**src/rtl/vga_timing_param.sv**
```systemverilog
// vga_timing_param
// Parametrised VGA timing generator. It produces the raster counters, the
// blanking and sync flags, and a start-of-frame pulse for any resolution and
// porch set chosen at elaboration. Sync polarity is programmable.
//
// All outputs are registered. On each ce=1 edge the next counter values are
// computed first, and every flag is decoded from those same next values. The
// flags therefore always match hcount/vcount in the same cycle.
//
// Ports:
//   clk        in   pixel-domain clock
//   rst        in   asynchronous active-high reset
//   ce         in   pixel advance enable (tie 1 for one pixel per clk)
//   hcount     out  [CNT_W]  horizontal position
//   vcount     out  [CNT_W]  vertical position
//   hsync      out  horizontal sync, active level = HSYNC_POL
//   vsync      out  vertical sync, active level = VSYNC_POL
//   hblnk      out  horizontal blanking (hcount >= H_ACTIVE)
//   vblnk      out  vertical blanking (vcount >= V_ACTIVE)
//   sof        out  one-cycle pulse after the wrap to (0,0)
//   frame_cnt  out  [FCNT_W] completed frames, present only when the
//                   macro VGA_TIMING_FRAME_CNT_EN is defined
//
// Optional feature macro: VGA_TIMING_FRAME_CNT_EN

module vga_timing_param #(
   parameter int H_ACTIVE  = 800,
   parameter int H_FP      = 40,
   parameter int H_SYNC    = 128,
   parameter int H_BP      = 88,
   parameter int V_ACTIVE  = 600,
   parameter int V_FP      = 1,
   parameter int V_SYNC    = 4,
   parameter int V_BP      = 23,
   parameter bit HSYNC_POL = 1'b1,
   parameter bit VSYNC_POL = 1'b1,
   parameter int CNT_W     = 11,
   parameter int FCNT_W    = 16
) (
   input  logic              clk,
   input  logic              rst,
   input  logic              ce,
   output logic [CNT_W-1:0]  hcount,
   output logic [CNT_W-1:0]  vcount,
   output logic              hsync,
   output logic              vsync,
   output logic              hblnk,
   output logic              vblnk,
`ifdef VGA_TIMING_FRAME_CNT_EN
   output logic [FCNT_W-1:0] frame_cnt,
`endif
   output logic              sof
);

   localparam int    H_TOTAL   = H_ACTIVE + H_FP + H_SYNC + H_BP;
   localparam int    V_TOTAL   = V_ACTIVE + V_FP + V_SYNC + V_BP;
   localparam longint MAX_TOTAL = (H_TOTAL > V_TOTAL) ? H_TOTAL : V_TOTAL;

   // Each porch is at least 1, so every boundary below fits in CNT_W bits.
   localparam logic [CNT_W-1:0] H_LAST   = CNT_W'(H_TOTAL - 1);
   localparam logic [CNT_W-1:0] H_BLANK  = CNT_W'(H_ACTIVE);
   localparam logic [CNT_W-1:0] HS_START = CNT_W'(H_ACTIVE + H_FP);
   localparam logic [CNT_W-1:0] HS_END   = CNT_W'(H_ACTIVE + H_FP + H_SYNC);
   localparam logic [CNT_W-1:0] V_LAST   = CNT_W'(V_TOTAL - 1);
   localparam logic [CNT_W-1:0] V_BLANK  = CNT_W'(V_ACTIVE);
   localparam logic [CNT_W-1:0] VS_START = CNT_W'(V_ACTIVE + V_FP);
   localparam logic [CNT_W-1:0] VS_END   = CNT_W'(V_ACTIVE + V_FP + V_SYNC);

   if ((longint'(1) << CNT_W) < MAX_TOTAL) begin : g_err_cnt_w
      $error("vga_timing_param: CNT_W too small for H_TOTAL/V_TOTAL");
   end
   if (H_FP < 1 || H_SYNC < 1 || H_BP < 1 || V_FP < 1 || V_SYNC < 1 || V_BP < 1)
   begin : g_err_porch
      $error("vga_timing_param: porch and sync widths must be >= 1");
   end
   if (FCNT_W < 1) begin : g_err_fcnt_w
      $error("vga_timing_param: FCNT_W must be >= 1");
   end

   logic             h_wrap;
   logic             v_wrap;
   logic             frame_end;
   logic [CNT_W-1:0] h_next;
   logic [CNT_W-1:0] v_next;

   always_comb begin
      h_wrap    = (hcount == H_LAST);
      v_wrap    = (vcount == V_LAST);
      frame_end = h_wrap && v_wrap;
      h_next    = h_wrap ? '0 : hcount + CNT_W'(1);
      v_next    = vcount;
      if (h_wrap) begin
         v_next = v_wrap ? '0 : vcount + CNT_W'(1);
      end
   end

   always_ff @(posedge clk or posedge rst) begin
      if (rst) begin
         hcount <= '0;
         vcount <= '0;
         hblnk  <= 1'b0;
         vblnk  <= 1'b0;
         hsync  <= ~HSYNC_POL;
         vsync  <= ~VSYNC_POL;
         sof    <= 1'b0;
      end else if (ce) begin
         hcount <= h_next;
         vcount <= v_next;
         hblnk  <= (h_next >= H_BLANK);
         vblnk  <= (v_next >= V_BLANK);
         hsync  <= ((h_next >= HS_START) && (h_next < HS_END)) ? HSYNC_POL : ~HSYNC_POL;
         vsync  <= ((v_next >= VS_START) && (v_next < VS_END)) ? VSYNC_POL : ~VSYNC_POL;
         sof    <= frame_end;
      end else begin
         // Everything else holds while ce=0. The pulse must not stretch.
         sof <= 1'b0;
      end
   end

`ifdef VGA_TIMING_FRAME_CNT_EN
   always_ff @(posedge clk or posedge rst) begin
      if (rst) begin
         frame_cnt <= '0;
      end else if (ce && frame_end) begin
         frame_cnt <= frame_cnt + FCNT_W'(1);
      end
   end
`endif

endmodule

```
**config.mk**
```make
export PLATFORM = sky130hd
export DESIGN_NAME = vga_timing_param
export DESIGN_NICKNAME = d
export VERILOG_FILES = /design/src/rtl/vga_timing_param.sv
export SDC_FILE = /design/constraint.sdc
export NUM_CORES = 1
export LEC_CHECK = 0
export BUFFER_PORTS_ARGS = -buffer_cell sky130_fd_sc_hd__buf_4
export CAP_MARGIN = 0
export CORE_MARGIN = 2
export CORE_UTILIZATION = 54
export DETAILED_ROUTE_END_ITERATION = 12
export PLACE_DENSITY = 0.77
export SYNTH_ARGS = -nofsm -noshare
export SYNTH_HDL_FRONTEND = slang
export SYNTH_SLANG_ARGS = --single-unit
```
**constraint.sdc**
```tcl
create_clock -name clk -period 3.3 [get_ports clk]
set_clock_uncertainty 0.2 [all_clocks]
set_input_delay 0.495 -clock clk [delete_from_list [all_inputs] [get_ports clk]]
set_output_delay 0.495 -clock clk [all_outputs]
set_load 0.02 [all_outputs]
```
==> impl_metrics.ini <==
[cells_and_area]
fin_cells = 275
final_common_cell = sky130_fd_sc_hd__buf_4
diodes = 0
final_net_count = 235
most-common-layout-cells = sky130_fd_sc_hd__buf_4, sky130_fd_sc_hd__dfrtp_1, sky130_fd_sc_hd__nor2_1
drive_above_1_share_pct = 20.5
postLayoutCellArea_sq_um = 2050
fillerInstances = 299
synthToLayoutAreaGrowth_pct = 12.6

[drt]
drtIter0Drc = 113
drt-pass1-iter-count = 4
via_count = 1628
routed_wirelength_mm = 3.92
wire_per_inst_um = 14.3
antenna_left = 0
post_drt_via_cell_ratio = 5.92
drt_drc_violations_left = 0

[flow_run]
max_cap_violations = 0

[power]
power_density_nw_per_um2 = 467
clkPwrFrac_pct = 15.4
share_of_total_power_in_combinational_logic_pct = 35.7
power.internal_uw = 586
switching_power_share_of_the_total_pct = 38.9
leakagePower_nw = 0.869
seq_power_share_pct = 48.9
p_sw_uw = 374
power_uw = 959
max-vdd-ir-drop_mv = 0.237

[critical_path]
timing.reg2reg.setup_slack_ns = 0.46
timing.critical_path.depth = 7
reg2reg_from = vcount[0]
reg2reg_depth = 7
critPathKind = reg -> reg
crit-reg2reg-capture = vsync
slowest_delay_ns = 0.52
total_buffers_and_inverters_traversed_by_the_critical_path = 0
crit_path_end_kind = flop
worst_setup_path_endpoint = vsync
crit_path_start_kind = flop
worstSetupStartpoint = vcount[0]
timing.critical_path.fanout_max = 10
cp_arrival_ns = 2.89
cpLargestDelayFamily = simple AND/OR/NAND/NOR gates
cp_cell_sequence = ha_1 > nor4b_4 > and3_1 > o21ai_0 > and4b_1 > or4_1 > o32ai_2
critical-path-slowest-cell = sky130_fd_sc_hd__or4_1
required_ns = 3.35

[floorplan]
floorplan.die_area_sq_um = 3860
chipHeight_um = 62.1
coreArea_sq_um = 3280
floorplan.rows = 21
die_width_um = 62.1
start_util_pct = 55.5
io_pins = 30

[global_route]
global_route.overflow_total = 0
grt_antenna_before_repair = 0
first_global_vias = 1518
maximum_number_of_pins_on_one_net_before_global_route_repair = 28
first_pass_grt_wire_length_mm = 6.76
grt.total_usage_pct = 21.2

[sta]
maxSlewHeadroom_pct = 30.7
final.min_clock_period_ns = 2.84
tightestPinTransition_ns = 1.04
hold_viol = 0
setup_tns_ns = 0
fin_hold_ws_ns = 0.197
final-setup-viol-count = 0
clock.fmax_mhz = 352
final_critical_path_share_of_the_clock_period_pct = 86.0
rsz0062_at_grt = no
timing_max_transition_violations_final = 0

[worst_hold_path]
min_path_type = in -> async

[clock_network]
inserted_clock_buffers = 3
clk-insertion-delay-late_ns = 0.33
tritoncts = built
cts_hold_repair.buffers = 0
post_cts_buffers = 0
clock_tree.root_cell = sky130_fd_sc_hd__clkbuf_4
clk_pin_slew_worst_paths_ns = 0.15
cts_num_sinks = 27
cts_max_level = 1
cts.repair.resized = 0
cts-root-to-sink-buffers = 2

[run_status]
run_status = completed

[place]
io_buffers = 29
post_dp_cell_area_sq_um = 2030
gpl_congestion = 0.982
placed_cells = 271
place_hpwl_mm = 2.81

[synthesis]
ys_ff_latch = 27
yosys_warnings = 0
number_of_distinct_library_cell_variants_in_the_gate_level_netlist_after_synthesis = 50
synthesis.area_per_instance_sq_um = 8.68
summed_instance_area_of_the_synthesized_netlist_sq_um = 1820
fraction_of_the_yosys_area_taken_by_sequential_cells_pct = 37.1
synth.top_cell.area_share_pct = 37.1
syn-num-nets = 215
netlist_instances = 210
post-synth-top-area-cell = sky130_fd_sc_hd__dfrtp_1
post_synth_main_area_contributors = sky130_fd_sc_hd__dfrtp_1, sky130_fd_sc_hd__o21ai_0, sky130_fd_sc_hd__xnor2_1
## registers in the layout, indices dropped and copies added (netlist names)
signal,flops
hcount,11
vcount,11
hblnk,1
hsync,1
sof,1
vblnk,1
vsync,1
## metrics by stage
stage               setup WS, ns  utilization (%)
CTS                        0.471             62.5
global route               0.220             62.5
global placement           0.594             61.7
finish                     0.462             62.5
floorplan                  0.624                -
detailed placement         0.501             61.7
## layout make-up
type / count / area [sq um] / share of cell area (%)
multi-input combinational: 162 / 1040 / 50.7
tap: 46 / 57.6 / 2.80
inverter: 5 / 18.8 / 0.914
timing repair buffer: 31 / 233 / 11.3
sequential: 27 / 676 / 32.9
clock buffer: 3 / 22.5 / 1.10
clock inverter: 1 / 5.00 / 0.244
## power groups by stage
| stage | Sequential (mW) | Combinational [mW] | Clock [mW] |
|---|---|---|---|
| after floorplan | 0.503 | 0.199 | 0 |
| after global placement | 0.471 | 0.343 | 0 |
| after detailed placement | 0.475 | 0.344 | 0 |
| after CTS | 0.468 | 0.345 | 0.151 |
| after global routing | 0.485 | 0.374 | 0.166 |
| final | 0.469 | 0.342 | 0.148 |
## cells in the mapped netlist, drive strengths merged
cell	instances
nor4	1
clkbuf	9
o211ai	2
a211oi	4
a221oi	1
nor3	6
xnor2	10
and4b	1
o21ai	21
a31oi	1
a22oi	3
and2b	2
mux2i	1
o31ai	5
xor2	2
a22o	1
a41oi	1
ha	2
nor3b	2
o31a	1
buf	7
and3b	1
inv	5
dfrtp	27
a21oi	7
and2	2
nor4bb	1
a21o	1
o21bai	2
o22a	1
and4	1
or4	1
o32ai	1
and3	10
nor4b	2
a21boi	1
nand3	12
nor2b	1
nand2	17
mux2	3
a311o	1
a2111oi	1
nor2	22
nand4	7
## routing by layer
layer  track usage, %  share of wire, %  routed length [um]  up-vias
li1                 -                 -                   -      798
met1             27.5                46                1780      789
met2             36.7                50                1940       34
met3             1.99               3.5                 138        7
met4             8.06               1.4                  54        0
met5                0                 0                   0        -
## worst register-to-register path: stages (launching register included)
cell and delay [ns]:
sky130_fd_sc_hd__dfrtp_1 0.47, sky130_fd_sc_hd__ha_1 0.34, sky130_fd_sc_hd__nor4b_4 0.29, sky130_fd_sc_hd__and3_1 0.38
sky130_fd_sc_hd__o21ai_0 0.14, sky130_fd_sc_hd__and4b_1 0.19, sky130_fd_sc_hd__or4_1 0.52, sky130_fd_sc_hd__o32ai_2 0.24
## cells by family after synthesis
group,Yosys count,synth area share [%]
compound gates,55,19.8
xor+xnor,12,5.77
fa+ha+maj,2,1.37
buf+inv,21,5.83
flops,27,37.1
mux,4,2.40
simple gates,89,27.8
## worst min-delay path by stage
| stage | slack, ns | cells after the start | to |
|---|---|---|---|
| 3_3_place_gp | 0.29 | 1 | hblnk |
| 6_report | 0.20 | 2 | vcount[5] |
| 2_1_floorplan | 0.35 | 1 | hblnk |
| 4_1_cts | 0.24 | 2 | vcount[3] |
| 5_1_grt | 0.29 | 2 | vcount[5] |
| 3_5_place_dp | 0.30 | 1 | hblnk |
(Power assumes the default switching activity.)
